## src/rtl/rr_req_stage_pkg.sv

```systemverilog
// Shared sizing and slot-state definitions for the round-robin request stage.
// Latency: none (types and constants only).
// Backpressure: not applicable.
package rr_req_stage_pkg;

  localparam int ARB_N     = 8;
  localparam int ARB_IDX_W = $clog2(ARB_N);

  typedef logic [ARB_N-1:0]     arb_vec_t;
  typedef logic [ARB_IDX_W-1:0] arb_idx_t;

  // Output slot occupancy; FULL is exactly gnt_valid.
  typedef enum logic {
    SLOT_EMPTY = 1'b0,
    SLOT_FULL  = 1'b1
  } slot_state_e;

endpackage

```

## src/rtl/rr_req_stage_onehot_enc.sv

```systemverilog
// One-hot to binary encoder with "any" and "more than one bit set" flags.
// Latency: purely combinational.
// Backpressure: none; output follows input every cycle.
module onehot_enc #(
  parameter int N     = 8,
  parameter int IDX_W = $clog2(N)
) (
  input  logic [N-1:0]     onehot,
  output logic [IDX_W-1:0] idx,
  output logic             any,
  output logic             multi
);

  // OR together the indices of set bits; multi flags a second set bit.
  always_comb begin
    idx   = '0;
    any   = 1'b0;
    multi = 1'b0;
    for (int i = 0; i < N; i++) begin
      if (onehot[i]) begin
        multi = multi | any;
        any   = 1'b1;
        idx   = idx | IDX_W'(i);
      end
    end
  end

endmodule

```

## src/rtl/rr_req_stage.sv

```systemverilog
// Collects sticky requests for the pselect tree and registers its grant into a valid/ready slot.
// Latency: req_in -> pending 1 cycle -> gnt_valid 1 more cycle; one grant per cycle sustained.
// Backpressure: gnt_ready low with a full slot drops tree_en; slot, tree_sel and pending hold.
module rr_req_stage
  import rr_req_stage_pkg::*;
#(
  parameter int N     = ARB_N,
  parameter int IDX_W = $clog2(N)
) (
  input  logic             clock,
  input  logic             reset,
  input  logic [N-1:0]     req_in,
  output logic [N-1:0]     tree_req,
  output logic             tree_en,
  output logic [IDX_W-1:0] tree_sel,
  input  logic [N-1:0]     tree_gnt,
  output logic             gnt_valid,
  output logic [N-1:0]     gnt_onehot,
  output logic [IDX_W-1:0] gnt_idx,
  input  logic             gnt_ready,
  output logic [N-1:0]     pending,
  output logic             err
);

  slot_state_e      slot_q;
  logic [N-1:0]     pending_q;
  logic [IDX_W-1:0] enc_idx;
  logic             enc_any;
  logic             enc_multi;
  logic             gnt_foreign;
  logic             gnt_missing;
  logic             proto_err;
  logic             load;
  logic [N-1:0]     gnt_clr;

  onehot_enc #(
    .N     (N),
    .IDX_W (IDX_W)
  ) u_enc (
    .onehot (tree_gnt),
    .idx    (enc_idx),
    .any    (enc_any),
    .multi  (enc_multi)
  );

  assign gnt_valid = (slot_q == SLOT_FULL);
  assign tree_en   = !gnt_valid || gnt_ready;
  assign tree_req  = pending_q;
  assign pending   = pending_q;

  // A grant must be at most one-hot, only to a pending requester, and present whenever anything is pending.
  assign gnt_foreign = |(tree_gnt & ~pending_q);
  assign gnt_missing = (|pending_q) && !enc_any;
  assign proto_err   = tree_en && (enc_multi || gnt_foreign || gnt_missing);
  assign load        = tree_en && enc_any && !proto_err;
  assign gnt_clr     = load ? tree_gnt : '0;

  // Sticky pending bits: clear the granted bit, then OR in new requests (a same-cycle re-request wins).
  always_ff @(posedge clock) begin
    if (reset) begin
      pending_q <= '0;
    end else begin
      pending_q <= (pending_q & ~gnt_clr) | req_in;
    end
  end

  // Output slot FSM; a load also rotates tree_sel away from the granted path at every level.
  always_ff @(posedge clock) begin
    if (reset) begin
      slot_q     <= SLOT_EMPTY;
      gnt_onehot <= '0;
      gnt_idx    <= '0;
      tree_sel   <= '0;
    end else begin
      if (load) begin
        gnt_onehot <= tree_gnt;
        gnt_idx    <= enc_idx;
        tree_sel   <= ~enc_idx;
      end
      case (slot_q)
        SLOT_EMPTY: if (load) slot_q <= SLOT_FULL;
        SLOT_FULL:  if (gnt_ready && !load) slot_q <= SLOT_EMPTY;
        default:    slot_q <= SLOT_EMPTY;
      endcase
    end
  end

  // Protocol error latches until reset.
  always_ff @(posedge clock) begin
    if (reset) begin
      err <= 1'b0;
    end else if (proto_err) begin
      err <= 1'b1;
    end
  end

endmodule

```

## config.mk

```make
export PLATFORM = sky130hd
export DESIGN_NAME = rr_req_stage
export DESIGN_NICKNAME = d
export VERILOG_FILES = /design/src/rtl/rr_req_stage_pkg.sv /design/src/rtl/rr_req_stage_onehot_enc.sv /design/src/rtl/rr_req_stage.sv
export SDC_FILE = /design/constraint.sdc
export NUM_CORES = 1
export LEC_CHECK = 0
export ABC_AREA = 1
export CELL_PAD_IN_SITES_DETAIL_PLACEMENT = 1
export CELL_PAD_IN_SITES_GLOBAL_PLACEMENT = 1
export CORE_ASPECT_RATIO = 1.4
export CORE_MARGIN = 2
export CORE_UTILIZATION = 30
export DETAILED_ROUTE_END_ITERATION = 12
export PLACE_DENSITY = 0.94
export SLEW_MARGIN = 40
export SYNTH_ARGS = -nofsm -noshare
export SYNTH_HDL_FRONTEND = slang
export SYNTH_SLANG_ARGS = --single-unit
```

## constraint.sdc

```tcl
create_clock -name clock -period 2.1 [get_ports clock]
set_input_delay 0.525 -clock clock [delete_from_list [all_inputs] [get_ports clock]]
set_output_delay 0.525 -clock clock [all_outputs]
set_load 0.02 [all_outputs]
```

==> key figures, run 1 <==
Logic synthesis
  – Mean area per synthesized cell: 7.17 sq um
  – Distinct cells, synth: 19
  – Area of the mapped netlist: 1200 sq um
  – Yosys reg bits: 24
  – Post-synthesis cell count: 167
  – Top cells by area, synth: dfxtp_1, nand2_1, a21oi_1
  – Syn_nets: between 150 and 200
  – Share of the synthesized area in the top cell type: 0.401
  – Yosys warns: 0
  – Synth area leader: dfxtp_1
  – Seq/Total Area, Yosys: 0.401

Finish
  – Fin util: 0.488
  – Layout area overhead: 58.2%
  – Fillers: 487
  – Most frequent cells in the layout: nand2_1, clkdlybuf4s50_1, dfxtp_1
  – Commonest non-fill, non-tap cell in the layout: nand2_1
  – Nets: 249
  – Layout cells sized above 1: 0.170
  – Finished Cell Area: ~1900 sq um

Route
  – Vias per std cell: 4.84
  – Routed len/inst: 15.5 um
  – Drt first pass iters: 4
  – Detail Route Antenna Nets: 0
  – DRC Markers: 0
  – Initial DRC count: 10
  – Via count: 1321
  – Post-Route WL: ~4.2 mm

Timing
  – Hold Violations, Final: 0
  – Post-route setup slack: 0.0750 ns
  – Worst hold slack: 0.451 ns
  – Worst slew pin tran: 0.377 ns
  – Min Tclk post-route: 2.02 ns
  – Final setup violation count: 0
  – Max-slew violations: 0
  – Fmax: 494 MHz
  – Clock skew: 0.00677 ns
  – Tcrit/Tclk final: 0.964
  – Worst relative slew slack: 0.748

Flow run
  – Max Cap Violations: 0

Die
  – Io pins: 52
  – Initial core utilization: 0.308
  – Core area: 3880 sq um
  – Chip width: 57.4 um
  – Die area: 4520 sq um
  – Num rows: 27
  – Die Y: 78.8 um

Placement
  – DP Worst Slack: -0.204 ns
  – Post-DP Area: 1810 sq um
  – Routability cong.: 0.834
  – Port bufs: 51
  – Dpl hpwl: 3.28 mm

Setup path
  – Worst Path Arrival: ~2.2 ns
  – WS Path Type: input port to flop
  – Max FO, Critical Path: 5
  – Worst Reg-to-Reg Cells: 10
  – CP startpoint kind: input port
  – Setup crit end kind: flop
  – Data required, critical path: about 2.3 ns

Clocking
  – Worst skew pair latency: approximately 0.27 ns
  – CTS tree: yes
  – H-tree depth: 1
  – Root Driver: clkbuf_8
  – CTS Buffer Depth: 2
  – Total CTS buffers: 3
  – Clock sinks: 24
  – Clock-pin slew on the worst setup and hold paths: 0.09 ns

Worst hold path
  – Hold Crit Class: flop to flop
  – Worst hold path depth: 2

Power
  – P_leak: slightly above 0.8 nW
  – Power consumption: 1.01 mW
  – Worst IR Drop VDD: 0.318 mV
  – P per Cell Area: 536 nW/um^2

Global routing
  – First-pass GRT wire length: between 7 and 8 mm
  – Tot GR Track Use: 0.202
  – Initial antenna violation count: 0
  – Largest net degree at the start of global routing: 16
  – Vias in the first global route: 1434
  – Total congestion overflow: 0

Outcome
  – Status: finished clean
critical path, cell delays in order:
cell and delay [ns]:
clkdlybuf4s50_1 0.51, nor2_2 0.20, nand2_1 0.11, nor2_1 0.20, nor2_2 0.11, buf_4 0.16, nand4_1 0.14, nand2_1 0.09
a21oi_1 0.16
area by class of cell:
cell class / count / area, sq um / share of cell area
inverters: 23 / 86.3 / 0.0456
multi-input cells: 106 / 537 / 0.283
diodes: 1 / 2.50 / 0.00132
repair buffers: 72 / 679 / 0.359
clock buffers: 4 / 55.1 / 0.0291
flip-flops and latches: 24 / 480 / 0.254
well taps: 43 / 53.8 / 0.0284
power by group:
group	total [mW]	leakage, nW	switching [mW]	internal [mW]
sequential	0.480	0.196	0.0124	0.467
clock	0.322	0.0288	0.154	0.168
combinational	0.213	0.594	0.109	0.104
total	1.01	0.820	0.275	0.740
through the flow:
step                      std cells  setup TNS, ns
after CTS                       272              0
after global placement          268         -0.774
final                           273              0
after detailed placement        268          -3.68
after floorplan                 167              0
after global routing            272        -0.0125
cell families after synthesis:
| family | after synthesis | synth area share |
|---|---|---|
| buffers and inverters | 37 | 0.163 |
| AND/OR/NAND/NOR | 81 | 0.328 |
| flip-flops | 24 | 0.401 |
| AO/OA/AOI/OAI | 25 | 0.108 |
flip-flops by register name, summed over array words and instances, names as in the netlist:
| register | cells |
|---|---|
| err | 1 |
| gnt_idx | 3 |
| gnt_onehot | 8 |
| gnt_valid | 1 |
| pending | 8 |
| tree_sel | 3 |
worst paths after layout:
check                                               from                  endpoint  slack (ns)
worst max-delay path                         tree_gnt[7]     pending[6]$_SDFF_PP0_        0.08
worst min register to register  tree_sel[0]$_SDFFE_PP0N_  tree_sel[0]$_SDFFE_PP0N_        0.45
worst max register to register     pending[3]$_SDFF_PP0_     pending[6]$_SDFF_PP0_        0.40
worst min-delay path            tree_sel[0]$_SDFFE_PP0N_  tree_sel[0]$_SDFFE_PP0N_        0.45
routing by layer:
metal / GRT usage / vias up / part of all wire
met1: 0.223 / 637 / 0.40
met3: 0.0179 / 11 / 0.021
li1: - / 651 / -
met2: 0.369 / 22 / 0.55
met5: 0 / - / 0
met4: 0.109 / 0 / 0.031
synthesized netlist by cell type, drive strengths merged:
cell and number:
nand2 47, a21oi 24, dfxtp 24, inv 23
nor2 17, nand4 13, buf 12, nand3 3
clkbuf 2, nand3b 1, o21ai 1
what timing repair did:
item | in CTS | in global routing
cloned | 0 | 0
buffers inserted | 0 | 0
hold buffers | 0 | 0
pin swaps | 0 | 3
endpoints found under the setup margin | 1 | 11
gates resized for setup | 1 | 10
Power figures use the tool's default switching activity.
==> inputs of run 2 (changes only) <==
REMOVE_ABC_BUFFERS = 1   (was unset)
==> key figures, run 2 (synthesized netlist as in run 1, its figures left out) <==
Timing
  – Fmax: 498 MHz (was 494 MHz)
  – Post-route setup slack: 0.0900 ns (was 0.0750 ns)
  – Tcrit/Tclk final: 0.957 (was 0.964)
  – Hold Violations, Final: 0 (unchanged)
  – Worst relative slew slack: 0.812 (was 0.748)
  – Min Tclk post-route: 2.01 ns (was 2.02 ns)
  – RSZ-0062 raised after global routing: no
  – Final setup violation count: 0 (unchanged)
  – Clock skew: 0.00196 ns (was 0.00677 ns)
  – Worst hold slack: 0.448 ns (was 0.451 ns)
  – Worst slew pin tran: 0.282 ns (was 0.377 ns)
  – Max-slew violations: 0 (unchanged)

Setup path
  – FF-to-FF Start: pending[5]$_SDFF_PP0_ (was pending[3]$_SDFF_PP0_)
  – Worst reg2reg path endpoint: err$_SDFFE_PP0P_ (was pending[6]$_SDFF_PP0_)
  – Worst Path Arrival: 2.20 ns (was 2.22 ns)
  – Crit path max-delay family: simple AND/OR/NAND/NOR gates (unchanged)
  – CP startpoint kind: input port (unchanged)
  – CP Launch Point: tree_gnt[0] (was tree_gnt[7])
  – Capture point of the worst path: gnt_onehot[4]$_SDFFE_PP0N_ (was pending[6]$_SDFF_PP0_)
  – Critical path depth: 9 (unchanged)
  – Crit path buffers/inverters: 2 (unchanged)
  – Worst Reg-to-Reg Cells: 10 (unchanged)
  – Setup crit end kind: flop (unchanged)
  – Data required, critical path: 2.29 ns (was 2.30 ns)
  – Critical Path, Cell by Cell: clkdlybuf4s50_1, nor2_4, nand2_2, nor2_1, nor2_1, nor2_4, buf_4, nand4_1, a21oi_1 (was clkdlybuf4s50_1, nor2_2, nand2_1, nor2_1, nor2_2, buf_4, nand4_1, nand2_1, a21oi_1)
  – R2r setup slk: 0.52 ns (was 0.40 ns)
  – WS Path Type: input port to flop (unchanged)
  – Max FO, Critical Path: 7 (was 5)
  – Max stage delay on crit path: 0.51 ns (about the same)
  – Critical path's slowest cell: clkdlybuf4s50_1 (unchanged)

Placement
  – DP Worst Slack: -0.193 ns (was -0.204 ns)
  – Routability cong.: 0.797 (was 0.834)
  – Port bufs: 51 (unchanged)
  – Dpl hpwl: 2.81 mm (was 3.28 mm)

Clocking
  – Clock-pin slew on the worst setup and hold paths: 0.08 ns (was 0.09 ns)
  – Total CTS buffers: 3 (unchanged)
  – Clock sinks: 24 (unchanged)
  – Root Driver: clkbuf_8 (unchanged)
  – CTS Buffer Depth: 2 (unchanged)
  – Number of hold buffers added after CTS: 0 (unchanged)
  – Worst skew pair latency: 0.26 ns (was 0.27 ns)
  – H-tree depth: 1 (unchanged)
  – CTS tree: yes (unchanged)

Route
  – Initial DRC count: 22 (was 10)
  – Routed len/inst: 14.1 um (was 15.5 um)
  – Drt first pass iters: 4 (unchanged)
  – Vias per std cell: 4.85 (was 4.84)
  – Post-Route WL: 3.77 mm (was 4.23 mm)
  – Detail Route Antenna Nets: 0 (unchanged)
  – Via count: 1301 (was 1321)
  – DRC Markers: 0 (unchanged)

Die
  – Io pins: 52 (unchanged)
  – Die Y: 78.8 um (unchanged)
  – Initial core utilization: 0.308 (unchanged)
  – Chip width: 57.4 um (unchanged)
  – Num rows: 27 (unchanged)
  – Die area: 4520 sq um (unchanged)
  – Core area: 3880 sq um (unchanged)

Worst hold path
  – Hold Crit Class: flop to flop (unchanged)
  – Worst hold path depth: 2 (unchanged)

Finish
  – Most frequent cells in the layout: clkdlybuf4s50_1, nand2_1, dfxtp_1 (was nand2_1, clkdlybuf4s50_1, dfxtp_1)
  – Nets: 245 (was 249)
  – Layout area overhead: 55.8% (was 58.2%)
  – Commonest non-fill, non-tap cell in the layout: clkdlybuf4s50_1 (was nand2_1)
  – Fillers: 475 (was 487)
  – Antenna Cells: 0 (was 1)
  – Layout cells sized above 1: 0.142 (was 0.170)

Outcome
  – Status: finished clean (unchanged)

Power
  – Power consumption: 1.09 mW (was 1.01 mW)
  – Worst IR Drop VDD: 0.353 mV (was 0.318 mV)
  – P_leak: 0.772 nW (was 0.820 nW)
  – P per Cell Area: 582 nW/um^2 (was 536 nW/um^2)

Global routing
  – Total congestion overflow: 0 (unchanged)
  – Vias in the first global route: 1381 (was 1434)
  – Largest net degree at the start of global routing: 16 (unchanged)
  – First-pass GRT wire length: 6.38 mm (was 7.06 mm)
  – Initial antenna violation count: 0 (unchanged)
  – Tot GR Track Use: 0.179 (was 0.202)

Flow run
  – Max Cap Violations: 0 (unchanged)
-- run 2: cell types whose count changed in the layout (fill, tap and decap cells not counted), sizes merged --
cell,before,now
clkdlybuf4s50,45,49
clkbuf,4,3
diode,1,0
buf,21,17
bufinv,0,1
dlymetal6s2s,5,1
-- run 2: layout make-up --
type                       instances  area (sq um)  area share
timing repair buffer              68           639       0.343
multi-input combinational        106           534       0.286
sequential                        24           480       0.258
inverter                          23          86.3      0.0463
tap                               43          53.8      0.0288
clock buffer                       3          41.3      0.0221
clock inverter                     1          30.0      0.0161
-- run 2: how the worst min path moves through the flow --
| stage | from | end |
|---|---|---|
| CTS | tree_sel[2]$_SDFFE_PP0N_ | tree_sel[2]$_SDFFE_PP0N_ |
| detailed placement | tree_sel[2]$_SDFFE_PP0N_ | tree_sel[2]$_SDFFE_PP0N_ |
| global route | tree_sel[0]$_SDFFE_PP0N_ | tree_sel[0]$_SDFFE_PP0N_ |
| global placement | tree_sel[0]$_SDFFE_PP0N_ | tree_sel[0]$_SDFFE_PP0N_ |
| finish | tree_sel[0]$_SDFFE_PP0N_ | tree_sel[0]$_SDFFE_PP0N_ |
| floorplan | tree_sel[0]$_SDFFE_PP0N_ | tree_sel[0]$_SDFFE_PP0N_ |
-- run 2: power breakdown --
group / leakage, nW / switching [mW] / total, mW / internal, mW
sequential: 0.196 / 0.0122 / 0.480 / 0.467
clock: 0.0357 / 0.145 / 0.400 / 0.255
combinational: 0.540 / 0.106 / 0.206 / 0.0998
total: 0.772 / 0.263 / 1.09 / 0.822
-- run 2: per-layer routing --
metal | routed length (um) | global-route usage | vias to the layer above
met3 | 118 | 0.0244 | 8
met1 | 1500 | 0.199 | 622
li1 | - | - | 640
met4 | 79 | 0.0721 | 0
met5 | 0 | 0 | -
met2 | 2070 | 0.331 | 31
-- run 2: timing repair --
action                                  in CTS  in global routing
endpoints found under the setup margin       3                 23
gates resized for setup                      2                  3
pin swaps                                    0                  1
setup buffers                                0                  0
-- run 2: stage by stage --
step / instance area, sq um / instances / utilization / setup TNS [ns]
6_report: 1870 / 268 / 0.480 / 0
5_1_grt: 1870 / 268 / 0.480 / 0
4_1_cts: 1850 / 268 / 0.477 / 0
3_5_place_dp: 1780 / 264 / 0.458 / -3.50
3_3_place_gp: 1780 / 264 / 0.458 / -1.49
2_1_floorplan: 1090 / 153 / - / 0
-- run 2: worst reg2reg max path, cell delays in order (launching register included) --
cell     delay, ns
dfxtp_1       0.40
inv_1         0.10
nand2_1       0.07
nand2_1       0.06
nor2_1        0.12
nand3_2       0.10
nor2_4        0.16
buf_4         0.16
nand3_1       0.10
a21oi_1       0.16
nor2_1        0.05
==> inputs of run 3 (changes only) <==
CORE_MARGIN = unset   (was 2)
SLEW_MARGIN = 20   (was 40)
==> key figures, run 3 (synthesized netlist as in run 1, its figures left out) <==
Finish
  – Layout cells sized above 1: 0.157 (was 0.142)
  – Commonest non-fill, non-tap cell in the layout: clkdlybuf4s50_1 (unchanged)
  – Fillers: 463 (was 475)
  – Most frequent cells in the layout: clkdlybuf4s50_1, nand2_1, dfxtp_1 (unchanged)
  – Nets: 250 (was 245)
  – Antenna Cells: 0 (unchanged)
  – Layout area overhead: 55.3% (was 55.8%)

Clocking
  – H-tree depth: 1 (unchanged)
  – Worst skew pair latency: 0.27 ns (was 0.26 ns)
  – CTS Buffer Depth: 2 (unchanged)
  – Number of hold buffers added after CTS: 0 (unchanged)
  – Post-CTS Setup Inserts: 0 (unchanged)
  – Clock sinks: 24 (unchanged)
  – Total CTS buffers: 3 (unchanged)
  – Clock-pin slew on the worst setup and hold paths: 0.08 ns (about the same)
  – CTS tree: yes (unchanged)
  – Root Driver: clkbuf_8 (unchanged)

Timing
  – Tcrit/Tclk final: 0.952 (was 0.957)
  – Post-route setup slack: 0.102 ns (was 0.0900 ns)
  – Min Tclk post-route: 2.00 ns (was 2.01 ns)
  – Clock skew: 0.00160 ns (was 0.00196 ns)
  – Worst relative slew slack: 0.814 (was 0.812)
  – Worst slew pin tran: 0.278 ns (was 0.282 ns)
  – RSZ-0062 raised after global routing: no (unchanged)
  – Fmax: 500 MHz (was 498 MHz)
  – Max-slew violations: 0 (unchanged)
  – Hold Violations, Final: 0 (unchanged)
  – Final setup violation count: 0 (unchanged)

Placement
  – DP Worst Slack: -0.139 ns (was -0.193 ns)
  – Routability cong.: 0.803 (was 0.797)
  – Dpl hpwl: 2.81 mm (about the same)
  – Port bufs: 51 (unchanged)

Worst hold path
  – Hold Crit Class: flop to flop (unchanged)

Route
  – Via count: 1284 (was 1301)
  – Detail Route Antenna Nets: 0 (unchanged)
  – Routed len/inst: 13.5 um (was 14.1 um)
  – Post-Route WL: 3.65 mm (was 3.77 mm)
  – Drt first pass iters: 4 (unchanged)
  – DRC Markers: 0 (unchanged)
  – Vias per std cell: 4.74 (was 4.85)
  – Initial DRC count: 25 (was 22)

Global routing
  – Grt met2 use: 0.353 (was 0.331)
  – Total congestion overflow: 0 (unchanged)
  – Initial antenna violation count: 0 (unchanged)
  – GR Layer Usage met1: 0.192 (was 0.199)
  – Largest net degree at the start of global routing: 16 (unchanged)
  – Tot GR Track Use: 0.181 (was 0.179)
  – Vias in the first global route: 1405 (was 1381)
  – Busiest layer in global routing: met2 (unchanged)
  – M3 GR Usage: 0.0320 (was 0.0244)
  – First-pass GRT wire length: 6.20 mm (was 6.38 mm)

Setup path
  – WS Path Type: input port to flop (unchanged)
  – Data required, critical path: 2.25 ns (was 2.29 ns)
  – Worst Path Arrival: 2.15 ns (was 2.20 ns)
  – CP startpoint kind: input port (unchanged)
  – Setup crit end kind: flop (unchanged)
  – Max FO, Critical Path: 5 (was 7)

Die
  – Num rows: 26 (was 27)
  – Chip width: 55.4 um (was 57.4 um)
  – Core area: 3740 sq um (was 3880 sq um)
  – Io pins: 52 (unchanged)
  – Initial core utilization: 0.320 (was 0.308)
  – Die Y: 76.8 um (was 78.8 um)
  – Die area: 4250 sq um (was 4520 sq um)

Outcome
  – Status: finished clean (unchanged)

Flow run
  – Max Cap Violations: 0 (unchanged)

Power
  – P per Cell Area: 516 nW/um^2 (was 582 nW/um^2)
  – Worst IR Drop VDD: 0.391 mV (was 0.353 mV)
  – P_leak: 0.774 nW (was 0.772 nW)
  – Power consumption: 959 uW (was 1.09 mW)
-- run 3: worst paths after layout --
check	start	endpoint	slack (ns)	cells past startpoint
setup reg to reg	pending[0]$_SDFF_PP0_	pending[6]$_SDFF_PP0_	0.50	10
hold reg to reg	tree_sel[1]$_SDFFE_PP0N_	tree_sel[1]$_SDFFE_PP0N_	0.46	2
hold / removal	tree_sel[1]$_SDFFE_PP0N_	tree_sel[1]$_SDFFE_PP0N_	0.46	2
setup / recovery	tree_gnt[2]	pending[6]$_SDFF_PP0_	0.10	10
-- run 3: critical path, stage by stage --
cell and delay, ns:
clkdlybuf4s50_1 0.49, nor2_2 0.23, nand2_2 0.10, nand2_1 0.09, nand3_2 0.09, nor2_4 0.19
buf_4 0.17, nand4_1 0.11, nand2_1 0.10, a21oi_1 0.06
-- run 3: power breakdown --
group          internal, mW  switching, mW  leakage (nW)
combinational         0.105          0.105         0.556
sequential            0.467         0.0117         0.196
clock                 0.129          0.141        0.0216
total                 0.701          0.258         0.774
-- run 3: cell type report --
| cell class | instances | area [sq um] | share of cell area |
|---|---|---|---|
| timing repair buffer | 73 | 674 | 0.363 |
| multi-input combinational | 106 | 524 | 0.282 |
| sequential | 24 | 480 | 0.258 |
| clock buffer | 3 | 41.3 | 0.0222 |
| inverter | 23 | 86.3 | 0.0464 |
| tap | 42 | 52.6 | 0.0283 |
-- run 3: layer usage --
metal  vias up  wire length, um
met4         0               32
met2        31             2030
met3         3              117
met5         -                0
li1        644                -
met1       606             1470
-- run 3: what timing repair did --
item,CTS,global route
resized for setup,1,1
setup endpoints to repair,1,8
gates cloned,0,0
-- run 3: per-stage QoR --
step | cell area (sq um) | cells | TNS, ns | hold slack [ns] | util
finish | 1860 | 271 | 0 | 0.456 | 0.497
global route | 1860 | 271 | 0 | 0.488 | 0.497
CTS | 1860 | 271 | 0 | 0.462 | 0.496
detailed placement | 1820 | 268 | -2.55 | 0.449 | 0.486
global placement | 1820 | 268 | -1.19 | 0.433 | 0.486
floorplan | 1090 | 153 | 0 | 0.518 | -
